## src/rtl/nfu2_accum_ctrl_pkg.sv

```systemverilog
// nfu2_accum_ctrl_pkg
//   Shared definitions for the NFU-2 accumulation controller: tree op
//   encodings, controller state encoding and default datapath sizes.
package nfu2_accum_ctrl_pkg;

    localparam int N_DEF     = 16;
    localparam int TN_DEF    = 16;
    localparam int N_OPS_DEF = 1;
    localparam int CNT_W_DEF = 8;

    localparam logic OP_SUM = 1'b0;
    localparam logic OP_MAX = 1'b1;

    typedef enum logic [1:0] {
        ST_IDLE  = 2'd0,
        ST_RUN   = 2'd1,
        ST_DRAIN = 2'd2,
        ST_OUT   = 2'd3
    } state_t;

endpackage

```

## src/rtl/nfu2_accum_ctrl_if.sv

```systemverilog
// nfu2_accum_ctrl_if
//   Bundles the command, beat, tree and NBout-write signals of the
//   accumulation controller.
//   Handshakes: a transfer happens on a rising edge where valid & ready are
//   both 1; valid may be raised without waiting for ready, and the offered
//   payload stays stable until the transfer happens.
//   Modports:
//     slave  - the controller (nfu2_accum_ctrl)
//     master - the environment: command source, NFU-1 beat source,
//              NFU-2 tree result and NBout write port
interface nfu2_accum_ctrl_if #(
    parameter int N     = 16,
    parameter int Tn    = 16,
    parameter int N_OPS = 1,
    parameter int CNT_W = 8
);
    logic               i_cmd_valid;
    logic               o_cmd_ready;
    logic [N_OPS-1:0]   i_cmd_op;
    logic [CNT_W-1:0]   i_cmd_ntiles;
    logic               i_cmd_use_nbout;
    logic [N*Tn-1:0]    i_nbout_data;
    logic               i_in_valid;
    logic               o_in_ready;
    logic [N_OPS-1:0]   o_tree_op;
    logic [N*Tn-1:0]    o_tree_nbout;
    logic [N*Tn-1:0]    i_tree_result;
    logic               o_out_valid;
    logic               i_out_ready;
    logic [N*Tn-1:0]    o_out_data;
    logic               o_busy;

    modport slave (
        input  i_cmd_valid, i_cmd_op, i_cmd_ntiles, i_cmd_use_nbout,
               i_nbout_data, i_in_valid, i_tree_result, i_out_ready,
        output o_cmd_ready, o_in_ready, o_tree_op, o_tree_nbout,
               o_out_valid, o_out_data, o_busy
    );

    modport master (
        output i_cmd_valid, i_cmd_op, i_cmd_ntiles, i_cmd_use_nbout,
               i_nbout_data, i_in_valid, i_tree_result, i_out_ready,
        input  o_cmd_ready, o_in_ready, o_tree_op, o_tree_nbout,
               o_out_valid, o_out_data, o_busy
    );

endinterface

```

## src/rtl/nfu2_acc_reg.sv

```systemverilog
// nfu2_acc_reg
//   Wide accumulator register holding the running partial results of all
//   lanes. Seed has priority over capture; otherwise the value holds.
//   Ports:
//     clk, rst_n  - clock, asynchronous active-low reset (clears to 0)
//     seed_en     - load seed_data (command accept)
//     seed_data   - initial partial results
//     cap_en      - load cap_data (tree stage 2 valid)
//     cap_data    - tree result
//     acc         - current accumulator value
module nfu2_acc_reg #(
    parameter int W = 256
) (
    input  logic         clk,
    input  logic         rst_n,
    input  logic         seed_en,
    input  logic [W-1:0] seed_data,
    input  logic         cap_en,
    input  logic [W-1:0] cap_data,
    output logic [W-1:0] acc
);

    always_ff @(posedge clk or negedge rst_n) begin
        if (!rst_n) begin
            acc <= '0;
        end else if (seed_en) begin
            acc <= seed_data;
        end else if (cap_en) begin
            acc <= cap_data;
        end
    end

endmodule

```

## src/rtl/nfu2_accum_ctrl.sv

```systemverilog
// nfu2_accum_ctrl
//   Sequences the 2-stage NFU-2 sum/max trees over a multi-beat accumulation
//   for one output-neuron tile. The running partial lives in nfu2_acc_reg and
//   is fed back on o_tree_nbout; the final result goes to NBout over a
//   valid/ready handshake.
//   Ports:
//     clk, rst_n - clock, asynchronous active-low reset
//     bus        - command / beat / tree / output signals (slave side)
//     dbg_state  - current FSM state for observation
module nfu2_accum_ctrl
    import nfu2_accum_ctrl_pkg::*;
#(
    parameter int N     = N_DEF,
    parameter int Tn    = TN_DEF,
    parameter int N_OPS = N_OPS_DEF,
    parameter int CNT_W = CNT_W_DEF
) (
    input  logic                  clk,
    input  logic                  rst_n,
    nfu2_accum_ctrl_if.slave      bus,
    output state_t                dbg_state
);

    state_t             state_q, state_d;
    logic [N_OPS-1:0]   op_r;
    logic [CNT_W-1:0]   cnt;
    logic               v1;
    logic [N*Tn-1:0]    acc;
    logic               cmd_accept;
    logic               beat;

    assign cmd_accept = bus.i_cmd_valid & bus.o_cmd_ready;
    assign beat       = bus.i_in_valid & bus.o_in_ready;

    // State register
    always_ff @(posedge clk or negedge rst_n) begin
        if (!rst_n) begin
            state_q <= ST_IDLE;
        end else begin
            state_q <= state_d;
        end
    end

    // Next-state logic
    always_comb begin
        state_d = state_q;
        case (state_q)
            ST_IDLE: begin
                if (cmd_accept) begin
                    state_d = (bus.i_cmd_ntiles == '0) ? ST_OUT : ST_RUN;
                end
            end
            ST_RUN: begin
                // The beat taking cnt from 1 to 0 is the last one.
                if (beat && cnt == CNT_W'(1)) begin
                    state_d = ST_DRAIN;
                end
            end
            ST_DRAIN: state_d = ST_OUT;
            ST_OUT: begin
                if (bus.i_out_ready) begin
                    state_d = ST_IDLE;
                end
            end
            default: state_d = ST_IDLE;
        endcase
    end

    // Output decode: pure functions of the registered state
    always_comb begin
        bus.o_cmd_ready = (state_q == ST_IDLE);
        bus.o_in_ready  = (state_q == ST_RUN);
        bus.o_out_valid = (state_q == ST_OUT);
        bus.o_busy      = (state_q != ST_IDLE);
    end

    // Op, beat counter and stage-2 valid pipe
    always_ff @(posedge clk or negedge rst_n) begin
        if (!rst_n) begin
            op_r <= '0;
            cnt  <= '0;
            v1   <= 1'b0;
        end else begin
            v1 <= beat;
            if (cmd_accept) begin
                op_r <= bus.i_cmd_op;
                cnt  <= bus.i_cmd_ntiles;
            end else if (beat) begin
                cnt <= cnt - CNT_W'(1);
            end
        end
    end

    // Zero seed doubles as the max identity for unsigned data.
    nfu2_acc_reg #(.W(N*Tn)) u_acc (
        .clk       (clk),
        .rst_n     (rst_n),
        .seed_en   (cmd_accept),
        .seed_data (bus.i_cmd_use_nbout ? bus.i_nbout_data : '0),
        .cap_en    (v1),
        .cap_data  (bus.i_tree_result),
        .acc       (acc)
    );

    assign bus.o_tree_op    = op_r;
    assign bus.o_tree_nbout = acc;
    assign bus.o_out_data   = acc;
    assign dbg_state        = state_q;

endmodule

```

## src/flat_wrapper.sv

```systemverilog
// flat-port wrapper written by rule: the top's interface ports become plain ports
module nfu2_accum_ctrl_flat import nfu2_accum_ctrl_pkg::*;
#(
    parameter int N     = N_DEF,
    parameter int Tn    = TN_DEF,
    parameter int N_OPS = N_OPS_DEF,
    parameter int CNT_W = CNT_W_DEF
)
  (clk, rst_n, dbg_state, bus_i_cmd_valid, bus_i_cmd_op, bus_i_cmd_ntiles, bus_i_cmd_use_nbout, bus_i_nbout_data, bus_i_in_valid, bus_i_tree_result, bus_i_out_ready, bus_o_cmd_ready, bus_o_in_ready, bus_o_tree_op, bus_o_tree_nbout, bus_o_out_valid, bus_o_out_data, bus_o_busy);
  nfu2_accum_ctrl_if #(.N(N), .Tn(Tn), .N_OPS(N_OPS), .CNT_W(CNT_W)) bus_i ();
  input  logic clk;
  input  logic rst_n;
  output state_t dbg_state;
  input wire logic [$bits(bus_i.i_cmd_valid)-1:0] bus_i_cmd_valid;
  input wire logic [$bits(bus_i.i_cmd_op)-1:0] bus_i_cmd_op;
  input wire logic [$bits(bus_i.i_cmd_ntiles)-1:0] bus_i_cmd_ntiles;
  input wire logic [$bits(bus_i.i_cmd_use_nbout)-1:0] bus_i_cmd_use_nbout;
  input wire logic [$bits(bus_i.i_nbout_data)-1:0] bus_i_nbout_data;
  input wire logic [$bits(bus_i.i_in_valid)-1:0] bus_i_in_valid;
  input wire logic [$bits(bus_i.i_tree_result)-1:0] bus_i_tree_result;
  input wire logic [$bits(bus_i.i_out_ready)-1:0] bus_i_out_ready;
  output wire logic [$bits(bus_i.o_cmd_ready)-1:0] bus_o_cmd_ready;
  output wire logic [$bits(bus_i.o_in_ready)-1:0] bus_o_in_ready;
  output wire logic [$bits(bus_i.o_tree_op)-1:0] bus_o_tree_op;
  output wire logic [$bits(bus_i.o_tree_nbout)-1:0] bus_o_tree_nbout;
  output wire logic [$bits(bus_i.o_out_valid)-1:0] bus_o_out_valid;
  output wire logic [$bits(bus_i.o_out_data)-1:0] bus_o_out_data;
  output wire logic [$bits(bus_i.o_busy)-1:0] bus_o_busy;
  assign bus_i.i_cmd_valid = bus_i_cmd_valid;
  assign bus_i.i_cmd_op = bus_i_cmd_op;
  assign bus_i.i_cmd_ntiles = bus_i_cmd_ntiles;
  assign bus_i.i_cmd_use_nbout = bus_i_cmd_use_nbout;
  assign bus_i.i_nbout_data = bus_i_nbout_data;
  assign bus_i.i_in_valid = bus_i_in_valid;
  assign bus_i.i_tree_result = bus_i_tree_result;
  assign bus_i.i_out_ready = bus_i_out_ready;
  assign bus_o_cmd_ready = bus_i.o_cmd_ready;
  assign bus_o_in_ready = bus_i.o_in_ready;
  assign bus_o_tree_op = bus_i.o_tree_op;
  assign bus_o_tree_nbout = bus_i.o_tree_nbout;
  assign bus_o_out_valid = bus_i.o_out_valid;
  assign bus_o_out_data = bus_i.o_out_data;
  assign bus_o_busy = bus_i.o_busy;
  nfu2_accum_ctrl #(.N(N), .Tn(Tn), .N_OPS(N_OPS), .CNT_W(CNT_W)) u_core (.clk(clk), .rst_n(rst_n), .bus(bus_i), .dbg_state(dbg_state));
endmodule
```

## config.mk

```make
export PLATFORM = sky130hd
export DESIGN_NAME = nfu2_accum_ctrl_flat
export DESIGN_NICKNAME = d
export VERILOG_FILES = /design/src/rtl/nfu2_accum_ctrl_pkg.sv /design/src/rtl/nfu2_accum_ctrl_if.sv /design/src/rtl/nfu2_acc_reg.sv /design/src/rtl/nfu2_accum_ctrl.sv /design/src/flat_wrapper.sv
export SDC_FILE = /design/constraint.sdc
export NUM_CORES = 1
export LEC_CHECK = 0
export BUFFER_PORTS_ARGS = -buffer_cell sky130_fd_sc_hd__buf_2
export CORE_AREA = 8 8 397 399
export CTS_CLUSTER_SIZE = 20
export DETAILED_ROUTE_END_ITERATION = 8
export DIE_AREA = 0 0 405 407
export SLEW_MARGIN = 20
export SYNTH_ARGS = -nofsm -noshare
export SYNTH_HDL_FRONTEND = slang
export SYNTH_SLANG_ARGS = --single-unit
```

## constraint.sdc

```tcl
create_clock -name clk -period 1.65 [get_ports clk]
set_input_delay 0.2475 -clock clk [delete_from_list [all_inputs] [get_ports clk]]
set_output_delay 0.2475 -clock clk [all_outputs]
set_load 0.005 [all_outputs]
```

Yosys cells after proc, flatten, opt, wreduce, memory -nomap -nowiden:

Cells that the tools add are included.

* flip-flop bits (word level): 268
* input port bits: 527
* output and inout port bits: 519
* logic and storage cells: 32

* add/subtract/negate cells: 1
* equal/unequal tests: 7
* mux-type cells: 10
* bitwise logic cells: 2
* reductions and logical operators: 7

Operator list (count)
* $mux 256: 3
* $mux 8: 2
* $eq 8x1->1 const B: 1
* $logic_not 8->1: 1
* $mux 2: 4
* $pmux 2 s4: 1
* $sub 8x1->8 const B: 1
* $ne 2x2->1 const B: 3
* $reduce_bool 2->1: 3
* $eq 2x2->1 const B: 2
* $reduce_and 3->1: 1
* $and 1x1->1: 2
* $eq 2x1->1 const B: 1
* $logic_not 2->1: 1
* $logic_and 1x1->1: 1

Logic depth before layout (Yosys ltp):

Gate-level depths: netlist of the first run.

* depth in word-level cells: 5
* gate-level depth with buffers: 7
* gate-level depth less buffers: 6

Cells and area by module:

A second synthesis of the first run with hierarchy kept.

* cell total of the unflattened synthesis: 1724
* area, all modules: 16239.3 sq um

Modules (own cells, without submodules)
* nfu2_acc_reg: times used 1, cells an instance 1110, area each 11891.4 sq um, sequential area each 6406.1 sq um
* nfu2_accum_ctrl: times used 1, cells an instance 614, area each 4347.9 sq um, sequential area each 300.3 sq um

Worst setup path before layout of the first run:

OpenSTA, ideal clock, no wires.

* path kind: register to register
* start point: register u_core.state_q[0], in the netlist u_core.dbg_state[0]
* end point: register u_core.u_acc.acc[187]
* library setup time: 0.077 ns
* arrival time: 1.590 ns
* data required time: 1.573 ns
* path slack: -0.017 ns
* cell stages (with the launch flop): 8
* buffers on the path: 2
* clock period less this slack: 1.667 ns
* cell sequence: dfrtp_1 -> inv_1 -> ha_1 -> nand2_1 -> clkbuf_1 -> buf_1 -> a21oi_1 -> a21oi_1

* word-level cells in the longest chain between the ends: 3
* elaborated cells on any way between the ends: 4
* those cells by class: mux (1); bitwise (1); reduce/logical (2)

Ends and longest elaborated chain
* start: declaration: RTL line nfu2_accum_ctrl.sv:24 `state_t state_q, state_d;`
* start signal: assignment: RTL line nfu2_accum_ctrl.sv:40 `state_q <= state_d;`
* $logic_not 2->1 *: RTL line nfu2_accum_ctrl.sv:71 `bus.o_cmd_ready = (state_q == ST_IDLE);`
* named net bus_o_cmd_ready: RTL line flat_wrapper.sv:22 `output wire logic [$bits(bus_i.o_cmd_ready)-1:0] bus_o_cmd_ready;`
* $and 1x1->1 *: RTL line nfu2_accum_ctrl.sv:32 `assign cmd_accept = bus.i_cmd_valid & bus.o_cmd_ready;`
* $mux 256 or $reduce_bool 2->1 (tied branches)
* end signal: assignment: RTL line nfu2_acc_reg.sv:27 `acc <= seed_data;`
* end signal: assignment: RTL line nfu2_acc_reg.sv:29 `acc <= cap_data;`
* end: declaration: RTL line nfu2_acc_reg.sv:20 `output logic [W-1:0] acc`

Mark *: on every way through the listed nets, which the timed path passes. The rest lies on a longest branch.
A chain may end at the register's enable or synchronous reset.

Worst setup path in the final report of the first run:

* start point: register u_core.state_q[1], in the netlist u_core.dbg_state[1]
* end point: register u_core.u_acc.acc[117]

* word-level cells in the longest chain between the ends: 3
* elaborated cells on any way between the ends: 4
* those cells by class: mux (1); bitwise (1); reduce/logical (2)

Ends and longest elaborated chain (RTL line)
* $logic_not 2->1 *: nfu2_accum_ctrl.sv:71
* $and 1x1->1 *: nfu2_accum_ctrl.sv:32
* $mux 256 or $reduce_bool 2->1 (tied branches)

Mark *: on every way between the ends. The rest lies on a longest branch, timed or not.

==> results by stage, run 1 <==
Status:
- The flow ran to the end, but the final reports show violations.
- The final reports fail on setup timing.

Worst setup path:
- The endpoint kind of the worst setup timing path is a flip-flop.
- At the worst endpoint, the required time is 2140 ps.
- Data arrives at the worst endpoint at between 2000 and 2500 ps.
- The cell that appears most often on the critical path is a21oi_1.
- The slowest stage of the critical path is the dfrtp_1 cell.
- The worst register-to-register path has a depth of 8.
- The number of buffers and inverters on the critical path is 4.
- The endpoint identified for the worst register-to-register timing path is u_core.u_acc.acc[117].
- The maximum fanout count along the critical path is 21.
- The flop-to-flop setup slack is -70 ps.
- The classification of the worst setup path is flip-flop to flip-flop.
- In this run the critical register-to-register path is launched from u_core.dbg_state[1].
- The worst setup path is launched from a flip-flop.
- Broken down by cell family, the worst path's largest delay share belongs to buffers and inverters.
- The largest stage delay on the critical path is ~380 ps.
- The signal on the critical path passes through inv_2, ha_4, buf_6, nand2_8, buf_12, buf_16, a21oi_1, a21oi_1.
- The start point of the critical path is u_core.dbg_state[1].
- The most critical setup path has its endpoint at u_core.u_acc.acc[117].
- The path length in cells of the critical path is 8.

Yosys:
- The proportion of netlist area held by the largest area contributor is 45.81%.
- The number of different library cells in the post-synthesis netlist is 24.
- The post-synthesis sequential area ratio is 45.81%.
- The number of synthesized flops with an enable pin is 0.
- The synthesized netlist devotes less than 1% of its cell area to simple gates.
- The average instance area after synthesis is roughly 10 um2.
- Synthesis produced a netlist with a net count of between 2000 and 2500.
- The async set-reset flop share out of synthesis is 100.0%.
- The complex-gate fraction of the synthesized area is a little under a fifth.
- The number of warning messages in the yosys log is 0.
- Summing the areas of all xor and xnor instances in the mapped netlist gives less than 1% of the synthesized area.
- The arithmetic-cell share of the synthesized area counting full adders, half adders and majority gates is 0.5983%.
- The dominant synthesized flop cell is dfrtp_1.
- By area, the combinational part of the netlist is dominated by compound AO/OA/AOI/OAI gates.
- The synthesized design spends more area on one cell type than any other, namely dfrtp_1.
- In this run the cell area of the synthesized design comes to around 15000 um2.
- The synthesized netlist cell count is ~1500.
- After synthesis, the cell types taking the most area are dfrtp_1 (46%), a21oi_1 (18%), mux2i_1 (18%), buf_4 (13%), clkbuf_1 (1.9%).
- The flip-flop and latch count after synthesis is 268.
- The multiplexer fraction of the synthesized cell area is 17.72%.

Clock tree:
- Counting along the longest clock path gives a buffer depth of 3.
- The clock latency of the later-clocked register in the worst-skew pair is roughly 580 ps.
- The clock transition time at the flip-flop clock pins of the worst setup and hold paths is ~60 ps.
- Clock tree synthesis selected as its root buffer the cell clkbuf_16.
- The number of levels in the clock H-tree is 2.
- TritonCTS built the clock tree.
- Buffers inserted during clock tree synthesis total 36.
- For this design, the sink count on the clock tree is 268.

Layout:
- The layout filler cell count is 16377.
- Relative to the synthesized area, the layout overhead comes to 94.10%.
- The library cells used most frequently in the layout, excluding fill and tap cells, are buf_2 (1033), dlygate4sd3_1 (516), a21oi_1 (443), mux2i_1 (257), dfrtp_1 (204).
- The final-stage net count is between 3000 and 4000.
- The most common cell after layout, fill and taps aside is buf_2.
- Excluding fillers, the count of instances in the completed layout stands at around 4900.
- The end-of-flow core utilization is 18.79%.
- After routing the design area is 28410 um2.
- The share of post-route cells with drive strength above 1 is between 40% and 50%.

Power and ir drop:
- The internal power summed over all cells is 0.02636 W.
- In this run, the combinational gates consume about 51% of the power.
- The analysis attributes to net switching a power of around 0.023 W.
- The switching power share of the total is 46.71%.
- The share of power burned in the clock network is 16.2%.
- Registers are responsible for about a third of the overall power.
- The leakage power summed over all cells is around 13 nW.
- The power density normalized to cell area is around 1700 nW/um2.
- The overall power after layout is approximately 0.049 W.
- The worst IR drop on VDD is 0.0008087 V.

Timing:
- Across all setup checks in the final design, the least slack found is -72.34 ps.
- The number of max-slew violations in the final report is 0.
- For the pin with the worst max-slew slack, the measured transition is between 600 and 700 ps.
- The final number of hold-violating endpoints was 0.
- Counting I/O delays and the setup requirement, the final critical path takes 1722 ps.
- Setup violations remaining at the end of the flow were counted as between 50 and 60.
- For this run, the top clock speed supported by timing is ~580 MHz.
- Headroom to the max-slew limit came out at 55.76%.
- The share of the clock period used by the worst path after layout is 104.4%.
- The clock arrives with roughly 35 ps of skew.
- Adding up every negative setup slack in the final design gives -1369 ps.
- Setup repair after global routing could not meet its margin everywhere.

Drt:
- Dividing the detail-routed wire length by the instance count gives 24.36 um.
- The total DRC errors in the routed layout is 0.
- The first TritonRoute pass finished after 5 iterations.
- The post-route antenna net violation count is 0.
- The DRC violation total after the first TritonRoute iteration is around 1600.
- After detailed routing, the total wire length is between 100 and 150 mm.
- Dividing the detail-routed via count by the number of cells gives about 3.6.
- For this block, the via count after detailed routing is ~17000.

Global route:
- The via count of the first global-routing pass is 17871.
- The total global-route track usage is between 10% and 20%.
- The first-pass GRT wire length is 153.8 mm.
- The number of antenna violations at the first check in global routing was 20.
- The maximum number of pins on one net before global-route repair is between 80 and 90.
- The residual overflow from global routing is 0.

Placement:
- The placed cell count is about 4300.
- The post-place instance area is approximately 21000 um2.
- The routability congestion estimate from global placement is between 0.9 and 1.
- Detailed placement finished with a half-perimeter wire length of 92.93 mm.
- The count of buffers added on input and output ports is about 1000.

Floorplan:
- From bottom edge to top edge, the die measures just over 400 um.
- The initial utilization of the core area, before any placement, comes to under 10%.
- The die area is between 150000 and 200000 um2.
- The core footprint is about 150000 um2.
- The width of the die is roughly 410 um.
- In this run the core area contains around 140 standard-cell rows.
- For this design the top-level I/O count stands at approximately 1000.

Run:
- The tool flagged a number of max-cap violations equal to 0.

Min path:
- The path class of the tightest hold or removal check is primary input to flip-flop.
[cell usage after synthesis, drive strengths merged (2+ instances only)]
master	n
a21oi	521
buf	296
inv	7
nor3	2
mux2i	258
xnor2	6
clkbuf	75
ha	7
nor2	12
dfrtp	268
nor4	4
nand2	2
[layer usage]
metal / track usage (%) / up-vias / routed length [um]
met1: 16.59 / 8566 / 47320
met2: 22.40 / 1084 / 57380
met4: 3.859 / 4 / 3726
li1: - / 7647 / -
met3: 3.678 / 140 / 10280
met5: 0 / - / 21
[per-stage QoR]
stage / hold slack, ps / worst slack [ps]
finish: 52.59 / -72.34
global route: 19.31 / -158.3
CTS: 0.8913 / -133.0
detailed placement: 235.8 / -67.33
global placement: 231.0 / -62.24
floorplan: -48.09 / -10.02
[registers in the layout (all words and copies together) (netlist names)]
| register | cells |
|---|---|
| u_core.u_acc.acc | 256 |
| u_core.cnt | 8 |
| u_core.dbg_state | 2 |
| u_core.bus.o_tree_op | 1 |
| u_core.v1 | 1 |
[tightest hold or removal path, cell delays in order]
cell and delay [ps]:
buf_2 80, mux2i_2 100, a21oi_1 150
[repair_timing]
item                                    4_1_cts  5_1_grt
buffers inserted                             11        8
gates cloned                                  8        2
endpoints found under the hold margin       317        0
hold buffers                                516        0
endpoints found under the setup margin      178      266
pin swaps                                     4        7
gates resized for setup                     107      106
[power groups by stage]
stage / logic [W] / registers, W / clock network (W)
floorplan: 0.0126 / 0.0128 / 0
global route: 0.0271 / 0.0169 / 0.00853
detailed placement: 0.0223 / 0.0166 / 0
global placement: 0.0223 / 0.0165 / 0
CTS: 0.0247 / 0.0167 / 0.00834
finish: 0.0250 / 0.0164 / 0.00800
[how the worst min path moves through the flow]
stage | startpoint | endpoint | slack (ps) | depth (start not counted)
floorplan | rst_n | u_core.bus.o_tree_op | -50 | 0
global placement | rst_n | u_core.u_acc.acc[174] | 230 | 1
detailed placement | rst_n | u_core.u_acc.acc[174] | 240 | 1
CTS | bus_i_tree_result[133] | u_core.u_acc.acc[133] | 0.9 | 3
global route | bus_i_tree_result[235] | u_core.u_acc.acc[235] | 20 | 3
finish | bus_i_tree_result[235] | u_core.u_acc.acc[235] | 50 | 3
[kinds of logic (layout without fill, tap and decap cells)]
family          after synthesis  in the layout
compound gates              524            524
xor+xnor                      7              7
fa+ha+maj                     7              7
buf+inv                     378           1749
flops                       268            268
mux                         259            259
other cells                   0              4
simple gates                 25             26
[cell type report]
type / count / area [um2] / area share (%)
tap: 2030 / 2540 / 8.939
clock inverter: 10 / 118.9 / 0.4183
timing repair buffer: 1681 / 11890 / 41.85
antenna: 4 / 10.01 / 0.03523
multi-input combinational: 823 / 5989 / 21.08
inverter: 7 / 28.78 / 0.1013
clock buffer: 51 / 1049 / 3.690
sequential: 268 / 6789 / 23.89
(Power assumes the default switching activity.)
==> run 2: changes to the inputs <==
Settings changed: CORE_AREA 8 8 397 399 to 8 8 401 403, DIE_AREA 0 0 405 407 to 0 0 409 411.
==> run 2 against run 1 <==
The flow still finishes with violations (setup timing). Sequential cell count did not move. Critical endpoint is now u_core.u_acc.acc[241]. Clock power rose by 8.4%. Combinational power rose by 12%. Total power rose by 7.3%. Worst hold slack improved by 40 ps. Design area rose by 5.1%. Setup slack got worse by 89 ps. Sequential share of layout area fell by 1.1 points. Sequential power barely moved. First-iteration DRC count rose by 18%. Die area rose by 2.0%.
==> results by stage, run 2 (synthesis gave the netlist of run 1 again) <==
Status:
- The run finished, with violations left.
- The final reports fail on setup timing.

Worst setup path:
- The number of cells on the worst reg-to-reg path was 9 (+1).
- The worst setup path is launched from a flip-flop.
- The maximum fanout count along the critical path is 8 (-62%).
- The required time of the critical path was 2090 ps (-50 ps).
- STA classifies the critical path endpoint as a flip-flop.
- The critical path arrival came to 2260 ps (+50 ps).
- The worst setup path is of the flip-flop to flip-flop kind.

Floorplan:
- The die outline height is 411 um (+0.98%).
- The initial core utilization was 9.460% (-0.22 points).
- The core footprint was 154800 um2 (+2.4%).
- The width of the die was 409 um (+0.99%).
- The cell row count was 145 (+1.4%).
- The die area is 168100 um2 (+2.0%).
- The I/O pin count came to 1046 (unchanged).

Power and ir drop:
- The power density normalized to cell area is 1777 nW/um2 (+2.1%).
- The worst IR drop on VDD is 0.001023 V (+27%).
- The leakage power summed over all cells is 13.10 nW (+4.6%).
- The overall power after layout is 0.05307 W (+7.3%).

Global route:
- The number of antenna violations at the first check in global routing is 28 (+40%).
- The first-pass GRT wire length is 160.6 mm (+4.4%).
- The total global-route track usage was 13.61% (+0.31 points).
- The residual overflow from global routing came to 0 (unchanged).
- The via count of the first global-routing pass came to 18047 (+0.98%).
- The maximum number of pins on one net before global-route repair is 52 (-42%).

Drt:
- The total DRC errors in the routed layout was 0 (unchanged).
- The DRC violation total after the first TritonRoute iteration was 1870 (+18%).
- The average via count per standard cell is 3.653 (+2.1%).
- The first-pass detailed-route iteration total is 5 (unchanged).
- The routed wirelength normalized by instance count is 26.00 um (+6.7%).
- The total via count in the routed design is 18157 (+4.1%).
- The final wirelength was 129.2 mm (+8.8%).
- The post-route antenna net violation count is 0 (unchanged).

Timing:
- The final number of hold-violating endpoints is 0 (unchanged).
- The worst slew slack as a fraction of its limit came to 58.03% (+2.3 points).
- The worst-case setup margin in the final layout came to -161.6 ps (-89.28 ps).
- Setup repair after global routing could not meet its margin everywhere.
- The final setup skew is 23.28 ps (-11.44 ps).
- The shortest period the worst path allows was 1812 ps (+89.28 ps).
- The number of max-slew violations in the final report is 0 (unchanged).
- The transition time of the tightest slew-check pin was 623.8 ps (-39.76 ps).
- The share of the clock period used by the worst path after layout came to 109.8% (+5.4 points).
- The maximum clock rate is 552.0 MHz (-4.9%).
- The setup violation total in the final timing report is 156 (+180%).

Layout:
- The flip-flop count of the largest register after layout is 256 (unchanged).
- The end-of-flow core utilization came to 19.30% (+0.50 points).
- The most common cell after layout, fill and taps aside is buf_2.
- The register with the most flip-flops in the final layout is u_core.u_acc.acc.
- The growth of design area from synthesis to finish is 104.0%.
- The share of post-route cells with drive strength above 1 came to 52.03% (+3.3 points).
- Leaving out fill and tap cells, the most frequent cells in the layout are buf_2 (1024), dlygate4sd3_1 (520), a21oi_1 (376), mux2i_1 (258), dfrtp_1 (198).
- The final-stage net count is 3410 (+1.8%).

Min path:
- The path category of the worst min-delay check is primary input to flip-flop.
- The cell depth of the worst min-delay path is 3 (unchanged).

Clock tree:
- The number of levels in the clock H-tree was 2 (unchanged).
- The CTS tree is built.
- The clock latency of the later-clocked register in the worst-skew pair was 580 ps (about the same).
- The number of sinks driven by the clock tree is 268 (unchanged).
- The clock tree buffer depth is 3 (unchanged).
- The library cell used as clock root buffer is clkbuf_16.
- The number of clock buffers inserted by TritonCTS is 36 (unchanged).
- The clock transition time at the flip-flop clock pins of the worst setup and hold paths is 60 ps (about the same).

Placement:
- The post-detailed-placement half-perimeter wirelength is 98.96 mm (+6.5%).
- The routability congestion estimate from global placement is 0.8975 (-2.8%).
- The number of buffers inserted by port buffering is 1045 (unchanged).

Run:
- The max-capacitance violation count is 0 (unchanged).
## run 2: worst max-delay path, cell delays in order, from the launching register on
cell and delay, ps:
dfrtp_1 400, inv_2 120, ha_4 150, buf_6 140
nand2_8 110, buf_16 200, buf_16 170, buf_12 160
a21oi_1 160, a21oi_1 70
## run 2: stage by stage
step,setup TNS [ps],setup WS [ps],area (um2),hold WS (ps),instances
finish,-7525,-161.6,29870,92.84,4970
global route,-22630,-217.6,29850,68.78,4962
CTS,-5073,-167.4,28190,20.11,4911
detailed placement,-201.7,-82.14,21240,124.2,4318
global placement,-64.65,-34.47,21240,122.6,4318
floorplan,-220.6,-10.02,14650,-48.09,1468
## run 2: area by class of cell
type                       instances  area [um2]
antenna                           12       30.03
clock buffer                      49        1021
clock inverter                    13       226.5
fill                           16616      124900
inverter                           7       31.28
multi-input combinational        823        6252
sequential                       268        6797
tap                             2058        2575
timing repair buffer            1740       12930
## run 2: layer usage
layer  vias to the layer above  wire (um)  GRT usage [%]
li1                       7784          -              -
met1                      8965      52040          17.11
met2                      1199      62350          23.13
met3                       193      11330          3.775
met4                        16       3398          3.079
met5                         -         95              0
## run 2: timing repair
item,4_1_cts,5_1_grt
pin swaps,1,3
resized for setup,125,202
gates cloned,4,29
setup endpoints to repair,173,227
hold endpoints to repair,412,0
hold buffers,520,0
buffers inserted,7,18
## run 2: path summary, 6_finish.rpt
check | start | end | slack, ps
max in group asynchronous | rst_n | u_core.u_acc.acc[20] | 740
min reg2reg | u_core.bus.o_tree_op | u_core.bus.o_tree_op | 550
min | bus_i_out_ready | u_core.dbg_state[0] | 90
min in group asynchronous | rst_n | u_core.u_acc.acc[180] | 120
max | u_core.dbg_state[1] | u_core.u_acc.acc[241] | -160
max reg2reg | u_core.dbg_state[1] | u_core.u_acc.acc[241] | -160
## run 2: where the power goes
group | total [W] | internal, W | switching [W]
combinational | 0.0279 | 0.0128 | 0.0151
clock | 0.00867 | 0.00526 | 0.00340
sequential | 0.0165 | 0.0102 | 0.00630
